### src/rtl/stream_pkg.sv
// Shared types for the stream source: FSM state encoding and command bundle.
package stream_pkg;

  localparam int STREAM_DATA_W = 32;
  localparam int STREAM_CNT_W  = 16;
  localparam int STREAM_GAP_W  = 8;

  typedef enum logic [1:0] {
    IDLE = 2'd0,
    SEND = 2'd1,
    GAP  = 2'd2
  } stream_src_state_t;

  typedef struct packed {
    logic [STREAM_DATA_W-1:0] base;
    logic [STREAM_DATA_W-1:0] step;
    logic [STREAM_CNT_W-1:0]  len;
    logic [STREAM_GAP_W-1:0]  gap;
  } stream_cmd_t;

endpackage

### src/rtl/gap_timer.sv
// Loadable down-counter with a zero flag; paces idle cycles between beats.
module gap_timer #(
  parameter int GAP_W = 8
) (
  input  logic             clk,
  input  logic             rst,
  input  logic             load,
  input  logic [GAP_W-1:0] load_val,
  input  logic             dec,
  output logic             zero
);

  logic [GAP_W-1:0] cnt;

  // Load has priority over decrement; counting stops at zero.
  always_ff @(posedge clk) begin
    if (rst)                     cnt <= '0;
    else if (load)               cnt <= load_val;
    else if (dec && cnt != '0)   cnt <= cnt - GAP_W'(1);
  end

  assign zero = (cnt == '0);

endmodule

### src/rtl/stream_source.sv
// Command-to-burst stream transmitter. All outputs are registered.
// Optional inter-beat gap support is enabled by defining STREAM_SRC_GAP_EN.
module stream_source
  import stream_pkg::*;
#(
  parameter int WIDTH = STREAM_DATA_W,
  parameter int CNT_W = STREAM_CNT_W,
  parameter int GAP_W = STREAM_GAP_W
) (
  input  logic             clk,
  input  logic             rst,
  input  logic             cmd_valid_in,
  output logic             cmd_ready_out,
  input  logic [WIDTH-1:0] cmd_base_in,
  input  logic [WIDTH-1:0] cmd_step_in,
  input  logic [CNT_W-1:0] cmd_len_in,
  input  logic [GAP_W-1:0] cmd_gap_in,
  input  logic             ready_down_in,
  output logic [WIDTH-1:0] data_out,
  output logic             valid_down_out,
  output logic             last_down_out,
  output logic             busy_out,
  output logic             done_out,
  output logic [CNT_W-1:0] beat_cnt_out
);

  stream_src_state_t state;
  logic [WIDTH-1:0]  step_q;
  logic [CNT_W-1:0]  rem_q;
  logic              cmd_fire;
  logic              down_fire;

  assign cmd_fire  = cmd_valid_in & cmd_ready_out;
  assign down_fire = valid_down_out & ready_down_in;

`ifdef STREAM_SRC_GAP_EN
  logic [GAP_W-1:0] gap_q;
  logic             gap_load;
  logic             gap_zero;

  // Timer is loaded with gap-1 so its zero flag marks the final idle cycle,
  // giving exactly gap idle cycles before the next beat.
  assign gap_load = (state == SEND) && down_fire && (rem_q != CNT_W'(1)) && (gap_q != '0);

  gap_timer #(.GAP_W(GAP_W)) u_gap_timer (
    .clk      (clk),
    .rst      (rst),
    .load     (gap_load),
    .load_val (gap_q - GAP_W'(1)),
    .dec      (state == GAP),
    .zero     (gap_zero)
  );
`else
  logic unused_gap;
  assign unused_gap = ^cmd_gap_in;
`endif

  // Burst FSM with registered handshake, data accumulator and beat counter.
  always_ff @(posedge clk) begin
    if (rst) begin
      state          <= IDLE;
      data_out       <= '0;
      step_q         <= '0;
      rem_q          <= '0;
      beat_cnt_out   <= '0;
      valid_down_out <= 1'b0;
      last_down_out  <= 1'b0;
      done_out       <= 1'b0;
      busy_out       <= 1'b0;
      cmd_ready_out  <= 1'b1;
`ifdef STREAM_SRC_GAP_EN
      gap_q          <= '0;
`endif
    end else begin
      done_out <= 1'b0;
      case (state)
        IDLE: begin
          if (cmd_fire) begin
            data_out     <= cmd_base_in;
            step_q       <= cmd_step_in;
            rem_q        <= cmd_len_in;
            beat_cnt_out <= '0;
`ifdef STREAM_SRC_GAP_EN
            gap_q        <= cmd_gap_in;
`endif
            if (cmd_len_in != '0) begin
              state          <= SEND;
              valid_down_out <= 1'b1;
              last_down_out  <= (cmd_len_in == CNT_W'(1));
              busy_out       <= 1'b1;
              cmd_ready_out  <= 1'b0;
            end else begin
              // Empty burst completes immediately without leaving IDLE.
              done_out <= 1'b1;
            end
          end
        end
        SEND: begin
          if (down_fire) begin
            beat_cnt_out <= beat_cnt_out + CNT_W'(1);
            if (rem_q == CNT_W'(1)) begin
              state          <= IDLE;
              valid_down_out <= 1'b0;
              last_down_out  <= 1'b0;
              busy_out       <= 1'b0;
              cmd_ready_out  <= 1'b1;
              done_out       <= 1'b1;
            end else begin
              data_out <= data_out + step_q;
              rem_q    <= rem_q - CNT_W'(1);
`ifdef STREAM_SRC_GAP_EN
              if (gap_q != '0) begin
                state          <= GAP;
                valid_down_out <= 1'b0;
                last_down_out  <= 1'b0;
              end else begin
                last_down_out  <= (rem_q == CNT_W'(2));
              end
`else
              last_down_out <= (rem_q == CNT_W'(2));
`endif
            end
          end
        end
`ifdef STREAM_SRC_GAP_EN
        GAP: begin
          if (gap_zero) begin
            state          <= SEND;
            valid_down_out <= 1'b1;
            last_down_out  <= (rem_q == CNT_W'(1));
          end
        end
`endif
        default: state <= IDLE;
      endcase
    end
  end

endmodule

### config.mk
export PLATFORM = sky130hd
export DESIGN_NAME = stream_source
export DESIGN_NICKNAME = d
export VERILOG_FILES = /design/src/rtl/stream_pkg.sv /design/src/rtl/gap_timer.sv /design/src/rtl/stream_source.sv
export SDC_FILE = /design/constraint.sdc
export NUM_CORES = 1
export LEC_CHECK = 0
export ABC_AREA = 1
export BUFFER_PORTS_ARGS = -buffer_cell sky130_fd_sc_hd__buf_2
export CAP_MARGIN = 40
export CORE_MARGIN = 5
export CORE_UTILIZATION = 30
export DETAILED_ROUTE_END_ITERATION = 12
export GPL_TIMING_DRIVEN = 0
export SKIP_CTS_REPAIR_TIMING = 1
export SYNTH_ARGS = -nofsm -noshare
export SYNTH_HDL_FRONTEND = slang
export SYNTH_SLANG_ARGS = --single-unit
### constraint.sdc
create_clock -name clk -period 5.2 [get_ports clk]
set_clock_uncertainty 0.2 [all_clocks]
set_input_delay 1.04 -clock clk [delete_from_list [all_inputs] [get_ports clk]]
set_output_delay 1.04 -clock clk [all_outputs]
set_load 0.03 [all_outputs]
==> run summary <==
The run finished with clean final reports. The clock period could shrink to 2.80 ns. The synthesized flop and latch total is 100.

The tree is rooted in a sky130_fd_sc_hd__clkbuf_16. The number of antenna violations at the first check in global routing was 5. The biggest area contributor in the post-synthesis netlist is sky130_fd_sc_hd__dfxtp_1. The area share of the largest cell type after synthesis came out at 29.4%. Summed over all layers, the routed wires come to 24400 um. The total count of max-transition violations in the final report came out at 0. The arrival time at the worst endpoint came out at 2.84 ns. Yosys instantiated no cell more often than sky130_fd_sc_hd__nand2_1.

The number of distinct library cells after synthesis is between 40 and 50. The commonest cells after synthesis are 336 x sky130_fd_sc_hd__nand2_1, 176 x sky130_fd_sc_hd__nor2_1, 145 x sky130_fd_sc_hd__inv_1. The power per cell area came out at 348 nW/um2.

The master of the slowest instance on the critical path is sky130_fd_sc_hd__clkinv_1. The clock latency at the later pin of the worst-skew pair is 0.36 ns. The number of global-route vias before repair came out at 7177. For this run, design rule violations remaining after detail routing come to 0. Among cell families on the critical path, the largest total delay comes from buffers and inverters. Based on the critical path, the design can be clocked at up to roughly 360 MHz.

The type of element launching the critical path is an input pin. By area the synthesized netlist is led by sky130_fd_sc_hd__dfxtp_1 29%, sky130_fd_sc_hd__nand2_1 19%, sky130_fd_sc_hd__nor2_1 9.7%. The placer's final routability congestion estimate came out at 0.917. The Yosys step of the flow raised 0 warnings. Setup repair after global routing left no endpoint under its margin.

The overall overflow remaining after global route came out at 0. The initial cell density of the core is between 30% and 40%. The final cell count without fillers is 1570. The worst hold slack after final layout came out at 0.272 ns. The power share of the clock group came out at 26.5%.

The global router's overall resource usage is 18.6%. The average wire per standard cell came out at 15.6 um. The number of sinks driven by the clock tree came out at 100. Synthesis produced a netlist with a net count of 1263. In the final design database the tool counted 1409 nets.

TritonCTS created 9 clock buffers. Walking the worst path, the cells encountered are clkbuf_1 -> clkinv_1 -> buf_1 -> o21ai_0 -> nor2_1. Of all nets on the critical path, the largest fanout is 10. The buffers plus inverters on the worst setup path is 3. The combinational share of power came out at 39.5%.

The port buffer count came out at 135. In the synthesized netlist the dominant register cell turns out to be sky130_fd_sc_hd__dfxtp_1. The count of nets left with antenna violations after detail routing came out at 0. The number of buffers between clock root and the deepest sink came out at 2. TritonCTS built the clock tree. The count of final hold-check violations came out at 0. Cell internal power was estimated by the tool at 0.00167 W.

The maximum ir drop on the vdd rail is 0.141 mV. The kind of critical path is in2reg. Once placement finished, the instance area stood at 7830 um2.

The layout overhead on the synthesized area is 19.8%. The number of placement rows is 55. The number of I/O pins came out at 145. Dividing the synthesized area by the synthesized cell count gives 5.99 um2. The share of the yosys chip area belonging to registers is 29.4%. The transition time at the pin with the least slew margin is roughly 0.79 ns.

The net switching fraction of the power is 41.3%. In this run the horizontal extent of the chip is 161 um. The required time of the critical path came out at about 5.3 ns.

The total number of H-tree levels is 3. Setup violations remaining at the end of the flow were counted as 0. The detail-routed via count per cell came out at 4.73. The first-pass iteration count of the detailed router is 5. The synthesized cell area is 6800 um2. After legalization and detailed placement, the total HPWL measured 19300 um.

For this run, the slowest stage of the critical path takes between 0.5 and 0.6 ns. In this run the static leakage power is 4.18 nW. The chip height is between 150 and 200 um.

The share of flip-flops with an asynchronous set or reset is 0%. Summed over all failing endpoints, the final setup total negative slack is 0 ns. The routed layout has 7428 vias. Cells with a size suffix above 1 make up around 13% of the layout. The floorplan step defined a die boundary enclosing ~26000 um2.

The largest net degree at the start of global routing came out at 16. The worst pin sits at a relative slew slack of 47.0%. The first routing iteration left around 530 violations. STA classifies the critical path endpoint as a flip-flop. The first global-routing pass estimated 38200 um of wire. The number of enable-type register cells in the synthesized netlist came out at 0.

The placeable core region is 22500 um2. The share of total power in sequential cells came out at 34.1%. The clock transition at the registers of the reported paths is 0.08 ns. In this run the worst hold path is classified as reg2reg. The number of cells after detailed placement came out at 1555. The final cycle utilization of the critical path came out at ~54%.

The max-cap violation count is 0. Synthesis produced a netlist whose cell count is about 1100. The net load switching power is 0.00117 W.

The finished cells cover 8150 um2.
## cell usage in the layout, fill, tap and decap left out, drive strengths merged, types with 2 or more instances in the layout
master      n
xnor2       5
a21oi      81
and2        2
buf       150
o211ai      2
or2         3
xor2       16
nand3      60
clkinvlp    2
inv       150
o221ai      2
a211oi      8
nor3       11
nand4       3
nor4        2
a31oi       9
clkbuf     33
nand3b      3
nand2     336
o21ai      79
a221oi      3
ha         35
dfxtp     100
bufinv      2
nor2      177
## tightest hold or removal path, cell delays in order (launching register included)
cell and delay [ns]:
sky130_fd_sc_hd__dfxtp_1 0.31, sky130_fd_sc_hd__nand2_1 0.06, sky130_fd_sc_hd__a21oi_1 0.06
## metrics by stage
step | worst slack, ns | total power, W | util, %
global placement | 2.05 | 0.00209 | 34.8
finish | 2.40 | 0.00284 | 36.2
detailed placement | 2.01 | 0.00210 | 34.8
CTS | 2.39 | 0.00286 | 36.2
global route | 2.28 | 0.00304 | 36.2
floorplan | 2.88 | 0.00175 | -
## final timing paths
kind | from | to | slack [ns] | cells after the start
worst max-delay path | rst | step_q[15] | 2.40 | 5
worst min-delay path | rem_q[15] | rem_q[15] | 0.27 | 2
worst max register to register | data_out[0] | data_out[28] | 2.66 | 12
worst min register to register | rem_q[15] | rem_q[15] | 0.27 | 2
## registers in the layout (all words and copies together) (netlist names)
name           cells
last_down_out      1
rem_q             16
done_out           1
data_out          32
busy_out           1
cmd_ready_out      1
step_q            32
beat_cnt_out      16
## metal layers
metal	up-vias	track usage (%)	share of wire (%)
met4	8	4.97	2.0
met1	3271	25.4	47
met3	42	3.85	5.9
met5	-	0	0.19
met2	216	30.1	44
li1	3891	-	-
## final cells by class
| class | instances | area, um2 |
|---|---|---|
| sequential | 100 | 2000 |
| clock inverter | 4 | 75.1 |
| fill | 2503 | 14400 |
| antenna | 1 | 2.50 |
| clock buffer | 10 | 239 |
| tap | 285 | 357 |
| timing repair buffer | 135 | 676 |
| buffer | 38 | 160 |
| inverter | 151 | 567 |
| multi-input combinational | 846 | 4070 |
## logic make-up (layout without fill, tap and decap cells)
| family | after synthesis | in the layout | synth area share (%) |
|---|---|---|---|
| other cells | 0 | 1 | 0 |
| buf+inv | 189 | 338 | 10.7 |
| compound gates | 190 | 190 | 15.3 |
| xor+xnor | 21 | 21 | 2.70 |
| fa+ha+maj | 36 | 36 | 6.73 |
| flops | 100 | 100 | 29.4 |
| simple gates | 599 | 599 | 35.2 |
## power groups by stage
stage	Sequential [W]	Clock, W	Combinational [W]
finish	0.000967	0.000751	0.00112
detailed placement	0.000984	0	0.00112
global route	0.000982	0.000798	0.00126
CTS	0.000967	0.000771	0.00113
floorplan	0.00106	0	0.000692
global placement	0.000982	0	0.00111
(Power assumes the default switching activity.)
